**src/rtl/spart_pkg.sv**
```systemverilog
// Shared SPART constants: register addresses and default generator sizing.
package spart_pkg;
  localparam logic [1:0] SPART_ADDR_DB_LO = 2'b10;
  localparam logic [1:0] SPART_ADDR_DB_HI = 2'b11;
  localparam int SPART_DIV_W_DEFAULT      = 16;
  localparam int SPART_OVERSAMPLE_DEFAULT = 16;
endpackage

```
**src/rtl/spart_baud_gen_if.sv**
```systemverilog
// Processor-bus side of the baud generator plus its two tick outputs.
interface spart_baud_gen_if;
  logic       iocs;
  logic       iorw;
  logic [1:0] ioaddr;
  logic [7:0] databus_in;
  logic [7:0] databus_out;
  logic       rx_tick;
  logic       tx_tick;

  modport master (
    output iocs, iorw, ioaddr, databus_in,
    input  databus_out, rx_tick, tx_tick
  );

  modport slave (
    input  iocs, iorw, ioaddr, databus_in,
    output databus_out, rx_tick, tx_tick
  );
endinterface

```
**src/rtl/spart_baud_gen_reload_counter.sv**
```systemverilog
// Loadable down-counter; term is high while the count is zero, and an enabled
// count at zero reloads load_val instead of wrapping. load has priority over en.
module reload_counter #(
  parameter int           W       = 16,
  parameter logic [W-1:0] RST_VAL = '0
) (
  input  logic         clk,
  input  logic         rst,
  input  logic         en,
  input  logic         load,
  input  logic [W-1:0] load_val,
  output logic         term
);
  logic [W-1:0] cnt;

  assign term = (cnt == '0);

  always_ff @(posedge clk or posedge rst) begin
    if (rst)
      cnt <= RST_VAL;
    else if (load)
      cnt <= load_val;
    else if (en)
      cnt <= term ? load_val : cnt - W'(1);
  end
endmodule

```
**src/rtl/spart_baud_gen.sv**
```systemverilog
// SPART baud generator: staged divisor, registered rx_tick every D+1 cycles, tx_tick every OVERSAMPLE rx_ticks.
// Define SPART_BAUD_READBACK_EN to make the divisor readable on databus_out.
module spart_baud_gen
  import spart_pkg::*;
#(
  parameter int DIV_W       = SPART_DIV_W_DEFAULT,
  parameter int OVERSAMPLE  = SPART_OVERSAMPLE_DEFAULT,
  parameter int DEFAULT_DIV = 162
) (
  input logic             clk,
  input logic             rst,
  spart_baud_gen_if.slave bus
);
  localparam int             OS_W   = $clog2(OVERSAMPLE);
  localparam logic [OS_W-1:0] OS_MAX = OS_W'(OVERSAMPLE - 1);

  logic [7:0]       lo_hold;
  logic [DIV_W-1:0] div_act;
  logic [DIV_W-1:0] new_div;
  logic [DIV_W-1:0] div_load;
  logic             wr;
  logic             wr_lo;
  logic             commit;
  logic             running;
  logic             div_term;
  logic             os_term;
  logic             tick;
  logic             rx_tick_q;
  logic             tx_tick_q;

  assign wr      = bus.iocs && !bus.iorw;
  assign wr_lo   = wr && (bus.ioaddr == SPART_ADDR_DB_LO);
  assign commit  = wr && (bus.ioaddr == SPART_ADDR_DB_HI);
  assign new_div = {bus.databus_in[DIV_W-9:0], lo_hold};
  assign running = (div_act != '0);
  // A commit landing on the terminal count swallows that tick and restarts the phase.
  assign tick     = running && !commit && div_term;
  assign div_load = commit ? new_div : div_act;

  reload_counter #(
    .W       (DIV_W),
    .RST_VAL (DIV_W'(DEFAULT_DIV))
  ) u_div_cnt (
    .clk      (clk),
    .rst      (rst),
    .en       (running),
    .load     (commit),
    .load_val (div_load),
    .term     (div_term)
  );

  // Counts down from OVERSAMPLE-1, so term marks the last rx_tick of a bit.
  reload_counter #(
    .W       (OS_W),
    .RST_VAL (OS_MAX)
  ) u_os_cnt (
    .clk      (clk),
    .rst      (rst),
    .en       (tick),
    .load     (commit),
    .load_val (OS_MAX),
    .term     (os_term)
  );

  always_ff @(posedge clk or posedge rst) begin
    if (rst) begin
      lo_hold   <= '0;
      div_act   <= DIV_W'(DEFAULT_DIV);
      rx_tick_q <= 1'b0;
      tx_tick_q <= 1'b0;
    end else begin
      if (wr_lo)
        lo_hold <= bus.databus_in;
      if (commit)
        div_act <= new_div;
      rx_tick_q <= tick;
      tx_tick_q <= tick && os_term;
    end
  end

  assign bus.rx_tick = rx_tick_q;
  assign bus.tx_tick = tx_tick_q;

`ifdef SPART_BAUD_READBACK_EN
  logic [15:0] div_ext;
  logic [7:0]  rd_dat;

  assign div_ext = 16'(div_act);

  always_comb begin
    rd_dat = 8'h00;
    if (bus.iocs && bus.iorw) begin
      case (bus.ioaddr)
        SPART_ADDR_DB_LO: rd_dat = div_ext[7:0];
        SPART_ADDR_DB_HI: rd_dat = div_ext[15:8];
        default:          rd_dat = 8'h00;
      endcase
    end
  end

  assign bus.databus_out = rd_dat;
`else
  assign bus.databus_out = 8'h00;
`endif
endmodule

```
**src/flat_wrapper.sv**
```systemverilog
// flat-port wrapper written by rule: the top's interface ports become plain ports
module spart_baud_gen_flat import spart_pkg::*;
#(
  parameter int DIV_W       = SPART_DIV_W_DEFAULT,
  parameter int OVERSAMPLE  = SPART_OVERSAMPLE_DEFAULT,
  parameter int DEFAULT_DIV = 162
)
  (clk, rst, bus_iocs, bus_iorw, bus_ioaddr, bus_databus_in, bus_databus_out, bus_rx_tick, bus_tx_tick);
  spart_baud_gen_if bus_i ();
  input logic clk;
  input logic rst;
  input wire logic [$bits(bus_i.iocs)-1:0] bus_iocs;
  input wire logic [$bits(bus_i.iorw)-1:0] bus_iorw;
  input wire logic [$bits(bus_i.ioaddr)-1:0] bus_ioaddr;
  input wire logic [$bits(bus_i.databus_in)-1:0] bus_databus_in;
  output wire logic [$bits(bus_i.databus_out)-1:0] bus_databus_out;
  output wire logic [$bits(bus_i.rx_tick)-1:0] bus_rx_tick;
  output wire logic [$bits(bus_i.tx_tick)-1:0] bus_tx_tick;
  assign bus_i.iocs = bus_iocs;
  assign bus_i.iorw = bus_iorw;
  assign bus_i.ioaddr = bus_ioaddr;
  assign bus_i.databus_in = bus_databus_in;
  assign bus_databus_out = bus_i.databus_out;
  assign bus_rx_tick = bus_i.rx_tick;
  assign bus_tx_tick = bus_i.tx_tick;
  spart_baud_gen #(.DIV_W(DIV_W), .OVERSAMPLE(OVERSAMPLE), .DEFAULT_DIV(DEFAULT_DIV)) u_core (.clk(clk), .rst(rst), .bus(bus_i));
endmodule
```
**config.mk**
```make
export PLATFORM = sky130hd
export DESIGN_NAME = spart_baud_gen_flat
export DESIGN_NICKNAME = d
export VERILOG_FILES = /design/src/rtl/spart_pkg.sv /design/src/rtl/spart_baud_gen_if.sv /design/src/rtl/spart_baud_gen_reload_counter.sv /design/src/rtl/spart_baud_gen.sv /design/src/flat_wrapper.sv
export SDC_FILE = /design/constraint.sdc
export NUM_CORES = 1
export LEC_CHECK = 0
export ABC_AREA = 1
export ABC_CLOCK_PERIOD_IN_PS = 2000
export BUFFER_PORTS_ARGS = -buffer_cell sky130_fd_sc_hd__buf_2
export CORE_MARGIN = 1.5
export CORE_UTILIZATION = 25
export DETAILED_ROUTE_END_ITERATION = 12
export GPL_TIMING_DRIVEN = 0
export MAX_ROUTING_LAYER = met4
export PLACE_DENSITY = 0.44
export SLEW_MARGIN = 20
export SYNTH_ARGS = -nofsm -noshare
export SYNTH_HDL_FRONTEND = slang
export SYNTH_HIERARCHICAL = 1
export SYNTH_SLANG_ARGS = --single-unit
```
**constraint.sdc**
```tcl
create_clock -name clk -period 2 [get_ports clk]
set_input_delay 0 -clock clk [delete_from_list [all_inputs] [get_ports clk]]
set_output_delay 0 -clock clk [all_outputs]
set_load 0.01 [all_outputs]
```
==> results.json <==
{
  "status": "complete, no violations",
  "clkPwrFrac": 0.220,
  "netSwitchingFraction": 0.3956,
  "synth_commonest_cells": "nand2_1, inv_1, nand3_1",
  "cts_buffers": 5,
  "worstPathMaxFanout": 4,
  "io_buffer_count": 15,
  "skew_ps": 3.059,
  "cp-startpoint": "u_core/u_div_cnt/cnt[0]$_DFFE_PP0P_",
  "drc": 0,
  "ant_nets": 0,
  "worst_slew_pin_slew_ps": 950.0,
  "ys_types": 30,
  "cts.sinks": 46,
  "drtIter0Drc": 86,
  "h-tree-depth": 2,
  "relSlewSlack": 0.3628,
  "intPower_mw": 2.531,
  "hold_violations": 0,
  "p_leak_nw": 1.826,
  "r2r_start": "u_core/u_div_cnt/cnt[0]$_DFFE_PP0P_",
  "min_from": "bus_databus_in[1]",
  "wl_per_cell_um": 11.75,
  "first_pass_iters": 4,
  "critical_path_class": "reg -> reg",
  "grt_pass1_vias": 2382,
  "ys_seq_area_frac": 0.3995,
  "syn_area_per_cell_um2": 7.139,
  "synth_cells": 408,
  "min_period_over_period": 0.9130,
  "area_growth_syn_to_layout_pct": 19.07,
  "met1_length_mm": 3.669,
  "grt_max_degree": 27,
  "synthTopCellsByArea": "dfrtp_1, nand2_1, dfstp_2",
  "clk_latency_ps": 280,
  "dp_hpwl_mm": 5.254,
  "dpl_cell_area_mm2": 0.003204,
  "grt_util_all_layers": 0.1254,
  "yosysMostFrequentCell": "nand2_1",
  "cts_tree": "yes",
  "ys_warn_count": 6,
  "synth_ff_type": "dfrtp_1",
  "power_mw": 4.188,
  "pwr-share-comb": 0.382,
  "fmax_ghz": 0.5477,
  "viasPerCell": 4.105,
  "clockRootBuffer": "clkbuf_16",
  "final.setup.tns_ps": 0,
  "met3_length_um": 168,
  "fp-row-count": 39,
  "cap_violations": 0,
  "die_area_mm2": 0.01231,
  "holdWs_ps": 1.125,
  "end_kind": "flop",
  "dp_cells": 576,
  "grt_pass1_wl_mm": 12.14,
  "min_path_type": "in -> reg",
  "drv_slew": 0,
  "die_width_um": 110.9,
  "fp.dieH_um": 110.9,
  "finalSetupViolations": 0,
  "clock_path_buffers": 2,
  "boundaryPins": 24,
  "p_seq_frac": 0.397,
  "met2WireLength_mm": 3.047,
  "clk_pin_slew_worst_paths_ps": 60,
  "wl_mm": 6.970,
  "yosysTopAreaCellShare": 0.3093,
  "async_flop_share": 1.000,
  "rr_worst_depth": 14,
  "required_ps": 2230,
  "nFillCells": 1270,
  "cp-start-kind": "flop",
  "n_antenna_cell": 0,
  "rsz0062_at_grt": "false",
  "dp_slack_ps": -114.5,
  "overflow": 0,
  "ys_ff_latch": 46,
  "regArea_mm2": 0.001169,
  "finalWorstSetupSlack_ps": 174.1,
  "multi_input_area_mm2": 0.001425,
  "synth_edf_count": 0,
  "finalCoreUtilization": 0.3051,
  "post-route-min-period_ps": 1826,
  "syn_area_mm2": 0.002913,
  "p_sw_mw": 1.657,
  "dr_total_vias": 2434,
  "top_layer": "met4",
  "synth_area_leader_cell": "dfrtp_1",
  "antenna_found_initial": 0,
  "final_area_mm2": 0.003468,
  "gp_congestion": 0.7947,
  "max-vdd-ir-drop_mv": 0.4023,
  "start_util": 0.2562,
  "final-instance-count-excl-fill": 593,
  "powerDensity_mw_per_mm2": 1207,
  "drive_above_1_share": 0.2467,
  "min_path_cells": 3,
  "nNetsFinal": 466,
  "worstPathArrival_ps": 2050,
  "coreArea_mm2": 0.01137
}
## power groups by stage
stage | clock (mW) | combinational [mW] | sequential, mW
floorplan | 0 | 1.23 | 1.57
finish | 0.923 | 1.60 | 1.66
global placement | 0 | 1.46 | 1.68
detailed placement | 0 | 1.47 | 1.68
global route | 0.987 | 1.87 | 1.71
CTS | 0.954 | 1.54 | 1.67
## cell usage in the layout, fill, tap and decap left out, drive strengths merged
cell type and count:
buf 36, clkbuf 9, clkinv 1, conb 12, dfrtp 36, dfstp 10, dlygate4sd3 2, ha 3
inv 65, nand2 164, nand3 41, nand3b 1, nand4 2, nor2 41, nor3 2, nor4 1
o211ai 1, o21ai 17, o21bai 1, xnor2 2, xor2 3
## final timing paths
path,to,slack [ps]
setup / recovery,u_core/u_os_cnt/cnt[3]$_DFFE_PP1P_,170
hold / removal,u_core/lo_hold[1]$_DFFE_PP0P_,1
setup reg to reg,u_core/u_os_cnt/cnt[3]$_DFFE_PP1P_,170
hold reg to reg,u_core/u_os_cnt/cnt[1]$_DFFE_PP1P_,470
max in group asynchronous,u_core/u_div_cnt/cnt[9]$_DFFE_PP0P_,1150
min in group asynchronous,u_core/bus.tx_tick$_DFF_PP0_,380
## metal layers
layer | vias to the layer above | GRT usage
met5 | - | -
met4 | 0 | 0.03419
met3 | 6 | 0.01968
met2 | 30 | 0.1852
met1 | 1099 | 0.1785
li1 | 1299 | -
## layout make-up
cell class	instances	share of cell area
multi-input cells	291	0.4109
clock buffers	8	0.04798
plain buffers	15	0.03860
repair buffers	24	0.04257
well taps	143	0.05159
inverters	66	0.07143
flip-flops and latches	46	0.3369
## worst max-delay path, stage by stage (launching register included)
cell and delay [ps]:
dfrtp_1 400, inv_2 90, ha_1 200, nand3_1 100, nor4_2 270, inv_1 90
nor2_2 130, nand2_2 70, inv_2 80, nor2_2 60, inv_2 90, nand2_1 50
inv_1 40, nand2_1 40, nand2_1 50
## kinds of logic (layout without fill, tap and decap cells)
logic type / after synthesis / count (layout) / share of synthesized area
XOR/XNOR: 5 / 5 / 0.01504
AND/OR/NAND/NOR: 252 / 252 / 0.3845
flip-flops: 46 / 46 / 0.3995
AO/OA/AOI/OAI: 19 / 19 / 0.05498
other: 2 / 12 / 0.002578
adder cells (fa/ha/maj): 3 / 3 / 0.01289
buffers and inverters: 81 / 113 / 0.1306
## sequential cells by signal, summed over array words and instances, names as in the netlist
name	cells
u_core/bus.rx_tick	1
u_core/u_div_cnt/cnt	16
u_core/u_os_cnt/cnt	4
u_core/div_act	16
u_core/bus.tx_tick	1
u_core/lo_hold	8
## repair_timing
item	4_1_cts	5_1_grt
cloned	0	0
hold buffers	2	0
endpoints found under the setup margin	4	8
gates resized for setup	7	7
pin swaps	1	3
hold endpoints to repair	18	0
buffers inserted	2	5
(Power assumes the default switching activity.)
